## config.mk

```make
export PLATFORM = sky130hd
export DESIGN_NAME = pmem_arbiter_flat
export DESIGN_NICKNAME = d
export VERILOG_FILES = /design/src/rtl/pmem_arb_pkg.sv /design/src/rtl/pmem_arb_if.sv /design/src/rtl/pmem_arb_rr.sv /design/src/rtl/pmem_arbiter.sv /design/src/flat_wrapper.sv
export SDC_FILE = /design/constraint.sdc
export NUM_CORES = 1
export LEC_CHECK = 0
export BUFFER_PORTS_ARGS = -buffer_cell sky130_fd_sc_hd__buf_2
export CAP_MARGIN = 20
export CORE_AREA = 2 2 132 134
export CTS_BUF_LIST = sky130_fd_sc_hd__clkbuf_8
export CTS_CLUSTER_DIAMETER = 30
export CTS_CLUSTER_SIZE = 20
export DETAILED_ROUTE_END_ITERATION = 16
export DIE_AREA = 0 0 134 136
export PLACE_DENSITY = 0.58
export SETUP_SLACK_MARGIN = 0.1
export SYNTH_ARGS = -nofsm -noshare
export SYNTH_HDL_FRONTEND = slang
export SYNTH_SLANG_ARGS = --single-unit
```

## constraint.sdc

```tcl
create_clock -name clk_i -period 2.9 [get_ports clk_i]
set_clock_uncertainty 0.2 [all_clocks]
set_input_delay 0.29 -clock clk_i [delete_from_list [all_inputs] [get_ports clk_i]]
set_output_delay 0.29 -clock clk_i [all_outputs]
set_load 0.03 [all_outputs]
```

## src/rtl/pmem_arb_pkg.sv

```systemverilog
// Shared encodings and widths for the two-port pmem arbiter.
package pmem_arb_pkg;

    localparam int LEN_W  = 8;
    localparam int ADDR_W = 32;
    localparam int DATA_W = 32;
    localparam int STRB_W = 4;

    typedef enum logic [1:0] {
        IDLE      = 2'd0,
        WR_BEATS  = 2'd1,
        WAIT_RESP = 2'd2
    } arb_state_t;

endpackage

```

## src/rtl/pmem_arb_if.sv

```systemverilog
// pmem-style request/response port: master issues rd/wr beats, slave accepts and acks.
interface pmem_arb_if;
    import pmem_arb_pkg::*;

    // A beat transfers in a cycle where (rd || wr != 0) && accept; the request is held
    // stable until then and never withdrawn. ack is a one-cycle response beat that
    // qualifies error and read_data; it has no back-pressure.
    logic              rd;
    logic [STRB_W-1:0] wr;
    logic [LEN_W-1:0]  len;
    logic [ADDR_W-1:0] addr;
    logic [DATA_W-1:0] write_data;
    logic              accept;
    logic              ack;
    logic              error;
    logic [DATA_W-1:0] read_data;

    modport master (
        output rd, wr, len, addr, write_data,
        input  accept, ack, error, read_data
    );

    modport slave (
        input  rd, wr, len, addr, write_data,
        output accept, ack, error, read_data
    );

endinterface

```

## src/rtl/pmem_arb_rr.sv

```systemverilog
// Two-way winner picker: round-robin on ties when FAIR, otherwise port 0 always wins ties.
module pmem_arb_rr #(
    parameter logic FAIR = 1'b1
) (
    input  logic [1:0] req,
    input  logic       last_grant,
    output logic       winner
);

    always_comb begin
        winner = 1'b0;
        if (req == 2'b10) begin
            winner = 1'b1;
        end else if (req == 2'b11) begin
            winner = FAIR ? ~last_grant : 1'b0;
        end
    end

endmodule

```

## src/rtl/pmem_arbiter.sv

```systemverilog
// Shares one pmem port between two requesters, locking the grant for a whole burst
// and routing each response beat back to the owning port only.
module pmem_arbiter
    import pmem_arb_pkg::*;
#(
    parameter logic FAIR = 1'b1
) (
    input  logic        clk_i,
    input  logic        rst_ni,
    pmem_arb_if.slave   inport0,
    pmem_arb_if.slave   inport1,
    pmem_arb_if.master  outport,
    output logic        grant_o,
    output logic        busy_o,
    output arb_state_t  state_o
);

    arb_state_t       state_q, state_d;
    logic             owner_q, owner_d;
    logic             last_grant_q, last_grant_d;
    logic [LEN_W-1:0] beat_cnt_q, beat_cnt_d;
    logic [LEN_W-1:0] ack_cnt_q, ack_cnt_d;

    logic              req0, req1, winner, sel;
    logic              sel_rd, sel_req;
    logic [STRB_W-1:0] sel_wr;
    logic [LEN_W-1:0]  sel_len;
    logic [ADDR_W-1:0] sel_addr;
    logic [DATA_W-1:0] sel_wdata;
    logic              fwd, fire, ack_live;

    assign req0 = inport0.rd | (|inport0.wr);
    assign req1 = inport1.rd | (|inport1.wr);

    pmem_arb_rr #(.FAIR(FAIR)) u_rr (
        .req        ({req1, req0}),
        .last_grant (last_grant_q),
        .winner     (winner)
    );

    // The arbitration result is only live in IDLE; afterwards the registered owner rules.
    assign sel       = (state_q == IDLE) ? winner : owner_q;
    assign sel_rd    = sel ? inport1.rd         : inport0.rd;
    assign sel_wr    = sel ? inport1.wr         : inport0.wr;
    assign sel_len   = sel ? inport1.len        : inport0.len;
    assign sel_addr  = sel ? inport1.addr       : inport0.addr;
    assign sel_wdata = sel ? inport1.write_data : inport0.write_data;
    assign sel_req   = sel_rd | (|sel_wr);

    assign fwd  = (state_q != WAIT_RESP) && sel_req;
    assign fire = fwd && outport.accept;

    assign outport.rd         = fwd & sel_rd;
    assign outport.wr         = fwd ? sel_wr    : '0;
    assign outport.len        = fwd ? sel_len   : '0;
    assign outport.addr       = fwd ? sel_addr  : '0;
    assign outport.write_data = fwd ? sel_wdata : '0;

    assign inport0.accept = fire & ~sel;
    assign inport1.accept = fire &  sel;

    // Acks outside WAIT_RESP are spurious (including those left over from an aborted burst).
    assign ack_live       = (state_q == WAIT_RESP) && outport.ack;
    assign inport0.ack    = ack_live & ~owner_q;
    assign inport1.ack    = ack_live &  owner_q;
    assign inport0.error  = ack_live & ~owner_q & outport.error;
    assign inport1.error  = ack_live &  owner_q & outport.error;
    assign inport0.read_data = outport.read_data;
    assign inport1.read_data = outport.read_data;

    assign grant_o = sel;
    assign busy_o  = (state_q != IDLE);
    assign state_o = state_q;

    always_comb begin
        state_d      = state_q;
        owner_d      = owner_q;
        last_grant_d = last_grant_q;
        beat_cnt_d   = beat_cnt_q;
        ack_cnt_d    = ack_cnt_q;
        case (state_q)
            IDLE: begin
                if (fire) begin
                    owner_d = winner;
                    if (sel_rd) begin
                        ack_cnt_d = sel_len;
                        state_d   = WAIT_RESP;
                    end else if (sel_len == '0) begin
                        ack_cnt_d = '0;
                        state_d   = WAIT_RESP;
                    end else begin
                        beat_cnt_d = sel_len - 1'b1;
                        state_d    = WR_BEATS;
                    end
                end
            end
            WR_BEATS: begin
                if (fire) begin
                    if (beat_cnt_q == '0) begin
                        ack_cnt_d = '0;
                        state_d   = WAIT_RESP;
                    end else begin
                        beat_cnt_d = beat_cnt_q - 1'b1;
                    end
                end
            end
            WAIT_RESP: begin
                if (outport.ack) begin
                    if (ack_cnt_q == '0) begin
                        last_grant_d = owner_q;
                        state_d      = IDLE;
                    end else begin
                        ack_cnt_d = ack_cnt_q - 1'b1;
                    end
                end
            end
            default: state_d = IDLE;
        endcase
    end

    always_ff @(posedge clk_i) begin
        if (!rst_ni) begin
            state_q      <= IDLE;
            owner_q      <= 1'b0;
            last_grant_q <= 1'b1;
            beat_cnt_q   <= '0;
            ack_cnt_q    <= '0;
        end else begin
            state_q      <= state_d;
            owner_q      <= owner_d;
            last_grant_q <= last_grant_d;
            beat_cnt_q   <= beat_cnt_d;
            ack_cnt_q    <= ack_cnt_d;
        end
    end

endmodule
```

## src/flat_wrapper.sv

```systemverilog
// flat-port wrapper written by rule: the top's interface ports become plain ports
module pmem_arbiter_flat import pmem_arb_pkg::*;
#(
    parameter logic FAIR = 1'b1
)
  (clk_i, rst_ni, grant_o, busy_o, state_o, inport0_rd, inport0_wr, inport0_len, inport0_addr, inport0_write_data, inport0_accept, inport0_ack, inport0_error, inport0_read_data, inport1_rd, inport1_wr, inport1_len, inport1_addr, inport1_write_data, inport1_accept, inport1_ack, inport1_error, inport1_read_data, outport_rd, outport_wr, outport_len, outport_addr, outport_write_data, outport_accept, outport_ack, outport_error, outport_read_data);
  pmem_arb_if inport0_i ();
  pmem_arb_if inport1_i ();
  pmem_arb_if outport_i ();
  input  logic clk_i;
  input  logic rst_ni;
  output logic grant_o;
  output logic busy_o;
  output arb_state_t state_o;
  input wire logic [$bits(inport0_i.rd)-1:0] inport0_rd;
  input wire logic [$bits(inport0_i.wr)-1:0] inport0_wr;
  input wire logic [$bits(inport0_i.len)-1:0] inport0_len;
  input wire logic [$bits(inport0_i.addr)-1:0] inport0_addr;
  input wire logic [$bits(inport0_i.write_data)-1:0] inport0_write_data;
  output wire logic [$bits(inport0_i.accept)-1:0] inport0_accept;
  output wire logic [$bits(inport0_i.ack)-1:0] inport0_ack;
  output wire logic [$bits(inport0_i.error)-1:0] inport0_error;
  output wire logic [$bits(inport0_i.read_data)-1:0] inport0_read_data;
  input wire logic [$bits(inport1_i.rd)-1:0] inport1_rd;
  input wire logic [$bits(inport1_i.wr)-1:0] inport1_wr;
  input wire logic [$bits(inport1_i.len)-1:0] inport1_len;
  input wire logic [$bits(inport1_i.addr)-1:0] inport1_addr;
  input wire logic [$bits(inport1_i.write_data)-1:0] inport1_write_data;
  output wire logic [$bits(inport1_i.accept)-1:0] inport1_accept;
  output wire logic [$bits(inport1_i.ack)-1:0] inport1_ack;
  output wire logic [$bits(inport1_i.error)-1:0] inport1_error;
  output wire logic [$bits(inport1_i.read_data)-1:0] inport1_read_data;
  output wire logic [$bits(outport_i.rd)-1:0] outport_rd;
  output wire logic [$bits(outport_i.wr)-1:0] outport_wr;
  output wire logic [$bits(outport_i.len)-1:0] outport_len;
  output wire logic [$bits(outport_i.addr)-1:0] outport_addr;
  output wire logic [$bits(outport_i.write_data)-1:0] outport_write_data;
  input wire logic [$bits(outport_i.accept)-1:0] outport_accept;
  input wire logic [$bits(outport_i.ack)-1:0] outport_ack;
  input wire logic [$bits(outport_i.error)-1:0] outport_error;
  input wire logic [$bits(outport_i.read_data)-1:0] outport_read_data;
  assign inport0_i.rd = inport0_rd;
  assign inport0_i.wr = inport0_wr;
  assign inport0_i.len = inport0_len;
  assign inport0_i.addr = inport0_addr;
  assign inport0_i.write_data = inport0_write_data;
  assign inport0_accept = inport0_i.accept;
  assign inport0_ack = inport0_i.ack;
  assign inport0_error = inport0_i.error;
  assign inport0_read_data = inport0_i.read_data;
  assign inport1_i.rd = inport1_rd;
  assign inport1_i.wr = inport1_wr;
  assign inport1_i.len = inport1_len;
  assign inport1_i.addr = inport1_addr;
  assign inport1_i.write_data = inport1_write_data;
  assign inport1_accept = inport1_i.accept;
  assign inport1_ack = inport1_i.ack;
  assign inport1_error = inport1_i.error;
  assign inport1_read_data = inport1_i.read_data;
  assign outport_rd = outport_i.rd;
  assign outport_wr = outport_i.wr;
  assign outport_len = outport_i.len;
  assign outport_addr = outport_i.addr;
  assign outport_write_data = outport_i.write_data;
  assign outport_i.accept = outport_accept;
  assign outport_i.ack = outport_ack;
  assign outport_i.error = outport_error;
  assign outport_i.read_data = outport_read_data;
  pmem_arbiter #(.FAIR(FAIR)) u_core (.clk_i(clk_i), .rst_ni(rst_ni), .inport0(inport0_i), .inport1(inport1_i), .outport(outport_i), .grant_o(grant_o), .busy_o(busy_o), .state_o(state_o));
endmodule
```

## Word level (Yosys, flattened, before mapping)

Index checks and enable logic that the tools add are counted.

- Flip-flop bits (word level): 20
- Bits of input ports: 191
- Output and inout port bits: 151
- Logic and storage cells: 88

- Add/subtract/negate cells: 3
- Eq/ne operators: 15
- Muxes and demuxes: 34
- Bitwise logic cells: 13
- Reduce and logical (&&, ||, !) cells: 18

Operators with widths:

| kind | count |
|---|---|
| two-way mux 32 bit | 4 |
| two-way mux 8 bit | 14 |
| zero test 8 bit | 3 |
| one-hot mux 8 bit (3 select lines) | 1 |
| subtractor 8 x 1 -> 8 bit, second input constant | 3 |
| one-hot mux 8 bit (2 select lines) | 1 |
| two-way mux 2 bit | 7 |
| != test 2 bit, second input constant | 7 |
| OR reduction 4 bit | 3 |
| two-way mux 4 bit | 2 |
| AND 1 bit | 7 |
| AND reduction 7 bit | 1 |
| == test 2 bit, second input constant | 3 |
| != test 2 x 1 -> 1 bit, second input constant | 3 |
| one-hot mux 2 bit (3 select lines) | 1 |
| AND reduction 6 bit | 1 |
| AND reduction 5 bit | 1 |
| two-way mux 1 bit | 4 |
| nonzero test 2 bit | 2 |
| logical AND 1 bit | 3 |
| != test 3 x 2 -> 1 bit, second input constant | 1 |
| NOT 1 bit | 3 |
| OR 1 bit | 3 |
| AND reduction 3 bit | 1 |
| 4 further kinds | 4 |

## Logic depth before layout (Yosys ltp)

- Depth after elaboration: 13
- Gate-level depth with buffers: 16
- Depth with buffers taken out: 15

## Cells and area by module

From an unflattened synthesis, not the netlist that was laid out.

- Cell total of the unflattened synthesis: 533
- Area, all modules: 3,129.3 µm²

Modules (own cells, without submodules):

| module | instances | cells each | area each (µm²) |
|---|---|---|---|
| pmem_arbiter | 1 | 532 | 3,118.0 |
| pmem_arb_rr | 1 | 1 | 11.3 |

## Worst setup path before layout

Ideal clock, no wire load.

- Path type: flip-flop to flip-flop
- Start point: register u_core.state_q[0], in the netlist u_core.state_o[0]
- End point: register u_core.beat_cnt_q[4]
- Data arrival time: 2.969 ns
- Data required time: 2.580 ns
- Slack: -0.389 ns
- Cell stages (with the launch flop): 15
- Path buffers: 1
- Period minus slack after synthesis: 3.289 ns
- Cell sequence: dfxtp_1 inv_1 ha_1 a31oi_1 nand2_2 clkinv_2 buf_8 mux2i_1 mux2_2 ha_1 nand2b_1 or2_2 nand2_1 a21boi_0 o31a_1

- Cells in the longest elaborated chain, start to end: 9
- Elaborated cells on any way between the ends: 24
- Those cells by class: 1 x add/sub; 7 x eq/ne; 8 x mux; 1 x bitwise; 7 x reduce/logical

Ends and longest elaborated chain:

| element | line | RTL |
|---|---|---|
| start, declared | pmem_arbiter.sv:18 | `arb_state_t state_q, state_d;` |
| start signal, assigned | pmem_arbiter.sv:129 | `state_q <= state_d;` |
| branches (longest 9 deep; another with subtractor 8 x 1 -> 8 bit) | n/a |  |
| end signal, assigned | pmem_arbiter.sv:132 | `beat_cnt_q <= beat_cnt_d;` |
| end, declared | pmem_arbiter.sv:21 | `logic [LEN_W-1:0] beat_cnt_q, beat_cnt_d;` |

Several ways; the timed one is not identified. The select of a mux whose other input is x is not followed.
A chain may end at the register's enable or synchronous reset.

## Final worst setup path

- Start point: register u_core.state_q[0], in the netlist u_core.state_o[0]
- End point: output port outport_len[7]

- Cells in the longest elaborated chain, start to end: 7
- Elaborated cells on any way between the ends: 10
- Those cells by class: 1 x eq/ne; 5 x mux; 1 x bitwise; 3 x reduce/logical

Ends and longest elaborated chain:

| element | line | RTL |
|---|---|---|
| zero test 2 bit | pmem_arbiter.sv:42 | `assign sel = (state_q == IDLE) ? winner : owner_q;` |
| two-way mux 1 bit | pmem_arbiter.sv:42 |  |
| two-way mux 4 bit | pmem_arbiter.sv:44 | `assign sel_wr = sel ? inport1.wr : inport0.wr;` |
| OR reduction 4 bit | pmem_arbiter.sv:48 | `assign sel_req = sel_rd \| (\|sel_wr);` |
| OR 1 bit | pmem_arbiter.sv:48 |  |
| logical AND 1 bit | pmem_arbiter.sv:50 | `assign fwd = (state_q != WAIT_RESP) && sel_req;` |
| two-way mux 8 bit (*) | pmem_arbiter.sv:55 | `assign outport.len = fwd ? sel_len : '0;` |
| end, declared | flat_wrapper.sv:35 | `output wire logic [$bits(outport_i.len)-1:0] outport_len;` |

Every way passes the cells marked *; elsewhere a longest branch is shown, timed or not.

==> results by group <==
Run status
  – Status: finished, final reports clean

Die
  – # IOs: 342
  – Number of placement rows: 48
  – Core area: 0.0169 mm^2
  – Die Ht: 136 um
  – Die Footprint: 0.0182 mm^2
  – Starting density of the core: 0.190
  – Die Width: 134 um

Synthesis
  – Synth Instances: 534
  – Synth Flop Type: dfxtp_1
  – Synthesized area per cell: 5.99 um^2
  – Post-synthesis register bit count: 20
  – Number of enable flip-flop cells after synthesis: 0
  – Fraction of registers with async set/reset: 0
  – Seq/Total Area, Yosys: 0.125
  – YS warnings: 0
  – Netlist cell types: 52
  – Syn Nets: 731
  – Post-Syn Area: 0.00320 mm^2

Detailed routing
  – 1st-iter DRT viols: 225
  – First-pass DRT Iterations: 5
  – Routed vias: 4379
  – Wire per inst: 16.9 um
  – DR vias/cell: 4.62
  – Drt drc: 0
  – Post-Route WL: 16.0 mm
  – Detail Route Antenna Nets: 0

STA
  – Worst-Margin Slew: 586 ps
  – RSZ-0062 raised after global routing: true
  – Final period demand of the worst path: 2730 ps
  – Final Max Tran Viols: 0
  – Crit share post-route: 0.941
  – Hold Violations, Final: 0
  – Worst setup margin: 171 ps
  – Rel. slew slack: 0.607
  – FMAX: 0.366 GHz
  – Total negative slack: 0 ps
  – Final setup violating endpoints: 0

Clocking
  – CTS H-tree depth: 1
  – Hold_buf cts: 0
  – # clock sinks: 20
  – Clk pin slew, worst setup/hold paths: 80 ps
  – Latest clock arrival within the worst-skew pair: 260 ps
  – CTS tree: built
  – CTS max path bufs: 2
  – Clock root buffer: clkbuf_8
  – Clock buffer count from CTS: 3

Power and ir drop
  – Cell Pwr Density: 1250 mW/mm^2
  – Leak pwr: 2.36 nW
  – Peak supply drop: 551 uV
  – Pwr Total: 6.23 mW

Cells and area
  – Final cell count without fillers: 948
  – Layout area overhead: 55.5%
  – Fin nets: 921
  – Fillers: 1895
  – Multi-input logic area: 0.00251 mm^2
  – Design area: 0.00497 mm^2
  – N_diodes: 0
  – Fraction of layout cells with a size suffix above 1: 0.526
  – Register area: 408 um^2

Placed design
  – Cells after DPL: 937
  – DP Area: 0.00466 mm^2
  – RD Place Congestion: 0.839
  – Dpl ws: -15.5 ps
  – DP HPWL: 12.9 mm
  – Port bufs: 245

GRT
  – Routing usage on met1: 0.203
  – Global-route wire length before repair: 22.7 mm
  – Largest net degree at the start of global routing: 73
  – Number of global-route vias before repair: 3941
  – M2 GR Usage: 0.273
  – Top Usage Layer GRT: met2
  – Global route overflow: 0
  – Met3 usage: 0.0354
  – All-Layer GR Usage: 0.158
  – Initial antenna violation count: 1

Worst hold path
  – Hold Path Depth: 2
  – Hold Path Class: in -> reg

Setup path
  – Worst EP required: 2410 ps
  – Startpoint Class: flop
  – CP arrival: 2240 ps
  – Critical path cell sequence: inv_1, ha_4, buf_4, inv_1, nand2_1, o2111ai_4, buf_4, clkbuf_16, nor2_1, buf_2
  – FF-to-FF path depth: 14
  – CP endpoint kind: output port
  – Worst stage delay on the critical path: 370 ps
  – Crit-path max FO: 26
  – Crit Path Category: reg -> out
  – CP max stage cell: dfxtp_4

Job
  – Number of max-cap violations: 0
==> kinds of logic after synthesis <==
family                   after synthesis  share of synthesized area
flip-flops                            20                      0.125
multiplexers                          15                     0.0477
adder cells (fa/ha/maj)                6                     0.0235
AO/OA/AOI/OAI                        141                      0.265
AND/OR/NAND/NOR                      243                      0.330
buffers and inverters                109                      0.208
==> cell usage after synthesis (all sizes together), types with 2 or more instances <==
cell / count / area, um^2
dfxtp: 20 / 400
o21a: 3 / 22.5
nand4: 2 / 12.5
o211ai: 4 / 40.0
mux2: 2 / 22.5
nor4: 8 / 50.1
a21o: 2 / 15.0
and2: 4 / 25.0
clkinv: 2 / 8.75
o2111ai: 4 / 35.0
and4: 2 / 17.5
nor4b: 2 / 17.5
o21ai: 19 / 95.1
o32ai: 5 / 43.8
nor2: 33 / 124
nand2: 154 / 581
nand2b: 2 / 12.5
a21boi: 2 / 15.0
nand3: 5 / 25.0
a31oi: 7 / 43.8
clkbuf: 29 / 109
or3: 2 / 12.5
a211oi: 5 / 37.5
or4: 6 / 48.8
or2: 6 / 37.5
a21oi: 80 / 400
nor3: 14 / 70.1
mux2i: 13 / 130
inv: 11 / 41.3
buf: 67 / 508
ha: 6 / 75.1
==> routing by layer <==
metal / routed length, um / part of all wire
met1: 6660 / 0.41
met5: 13 / 0.00081
met3: 1240 / 0.077
met4: 226 / 0.014
met2: 7910 / 0.49
==> flip-flops by register name, summed over array words and instances (netlist names) <==
name / cells
u_core.ack_cnt_q: 8
u_core.beat_cnt_q: 8
u_core.state_o: 2
u_core.last_grant_q: 1
u_core.owner_q: 1
==> path summary, 6_finish.rpt <==
kind	startpoint	end	slack, ps
max reg2reg	u_core.state_o[0]	u_core.beat_cnt_q[4]	250
max	u_core.state_o[0]	outport_len[7]	170
min	rst_ni	u_core.last_grant_q	60
min reg2reg	u_core.beat_cnt_q[0]	u_core.beat_cnt_q[0]	290
==> cell usage in the layout (no fill, tap or decap), types with 3 or more instances in the layout <==
master	netlist	routed
a211oi_1	5	5
a21oi_2	0	67
clkbuf_8	0	3
o21ai_0	18	17
or4_1	5	5
a31oi_1	7	6
o2111ai_1	4	3
dfxtp_1	20	18
buf_6	0	6
nor4_1	8	7
o21a_1	3	3
mux2i_1	13	10
nand2_1	153	153
o32ai_1	5	5
nand3_1	5	5
nor2_1	33	32
ha_1	6	4
or2_2	5	4
buf_2	1	220
a21oi_1	80	12
inv_1	11	10
nor3_1	14	14
and2_1	4	4
buf_4	65	49
buf_12	0	3
==> cell type report <==
cell class,instances,area share
clock buffers,3,0.00830
well taps,225,0.0566
inverters,13,0.0103
clock inverters,1,0.000755
multi-input cells,405,0.504
repair buffers,281,0.338
flip-flops and latches,20,0.0820
==> metrics by stage <==
stage | utilization | hold WS [ps]
6_report | 0.295 | 57.1
5_1_grt | 0.295 | 52.0
2_1_floorplan | - | 152
4_1_cts | 0.288 | 50.2
3_5_place_dp | 0.276 | 280
3_3_place_gp | 0.276 | 267
==> report_power, final <==
| part | total, mW | switching [mW] | internal, mW | leakage, nW |
|---|---|---|---|---|
| sequential | 0.492 | 0.111 | 0.381 | 0.165 |
| clock | 0.198 | 0.104 | 0.0946 | 0.0231 |
| combinational | 5.54 | 3.55 | 1.99 | 2.17 |
==> worst max-delay path: cells and delay by family, from the launching register on <==
kind            cells  cell delay, ps
flops               1             370
fa+ha+maj           1             190
compound gates      1             210
buf+inv             6            1000
simple gates        2             200
==> timing repair <==
item / CTS / global route
cloned: 1 / 1
resized for setup: 34 / 13
endpoints found under the setup margin: 79 / 83
endpoints found under the hold margin: 0 / 0
setup buffers: 0 / 5
pin swaps: 1 / 3
No activity file was read; power rests on OpenSTA's default activity.
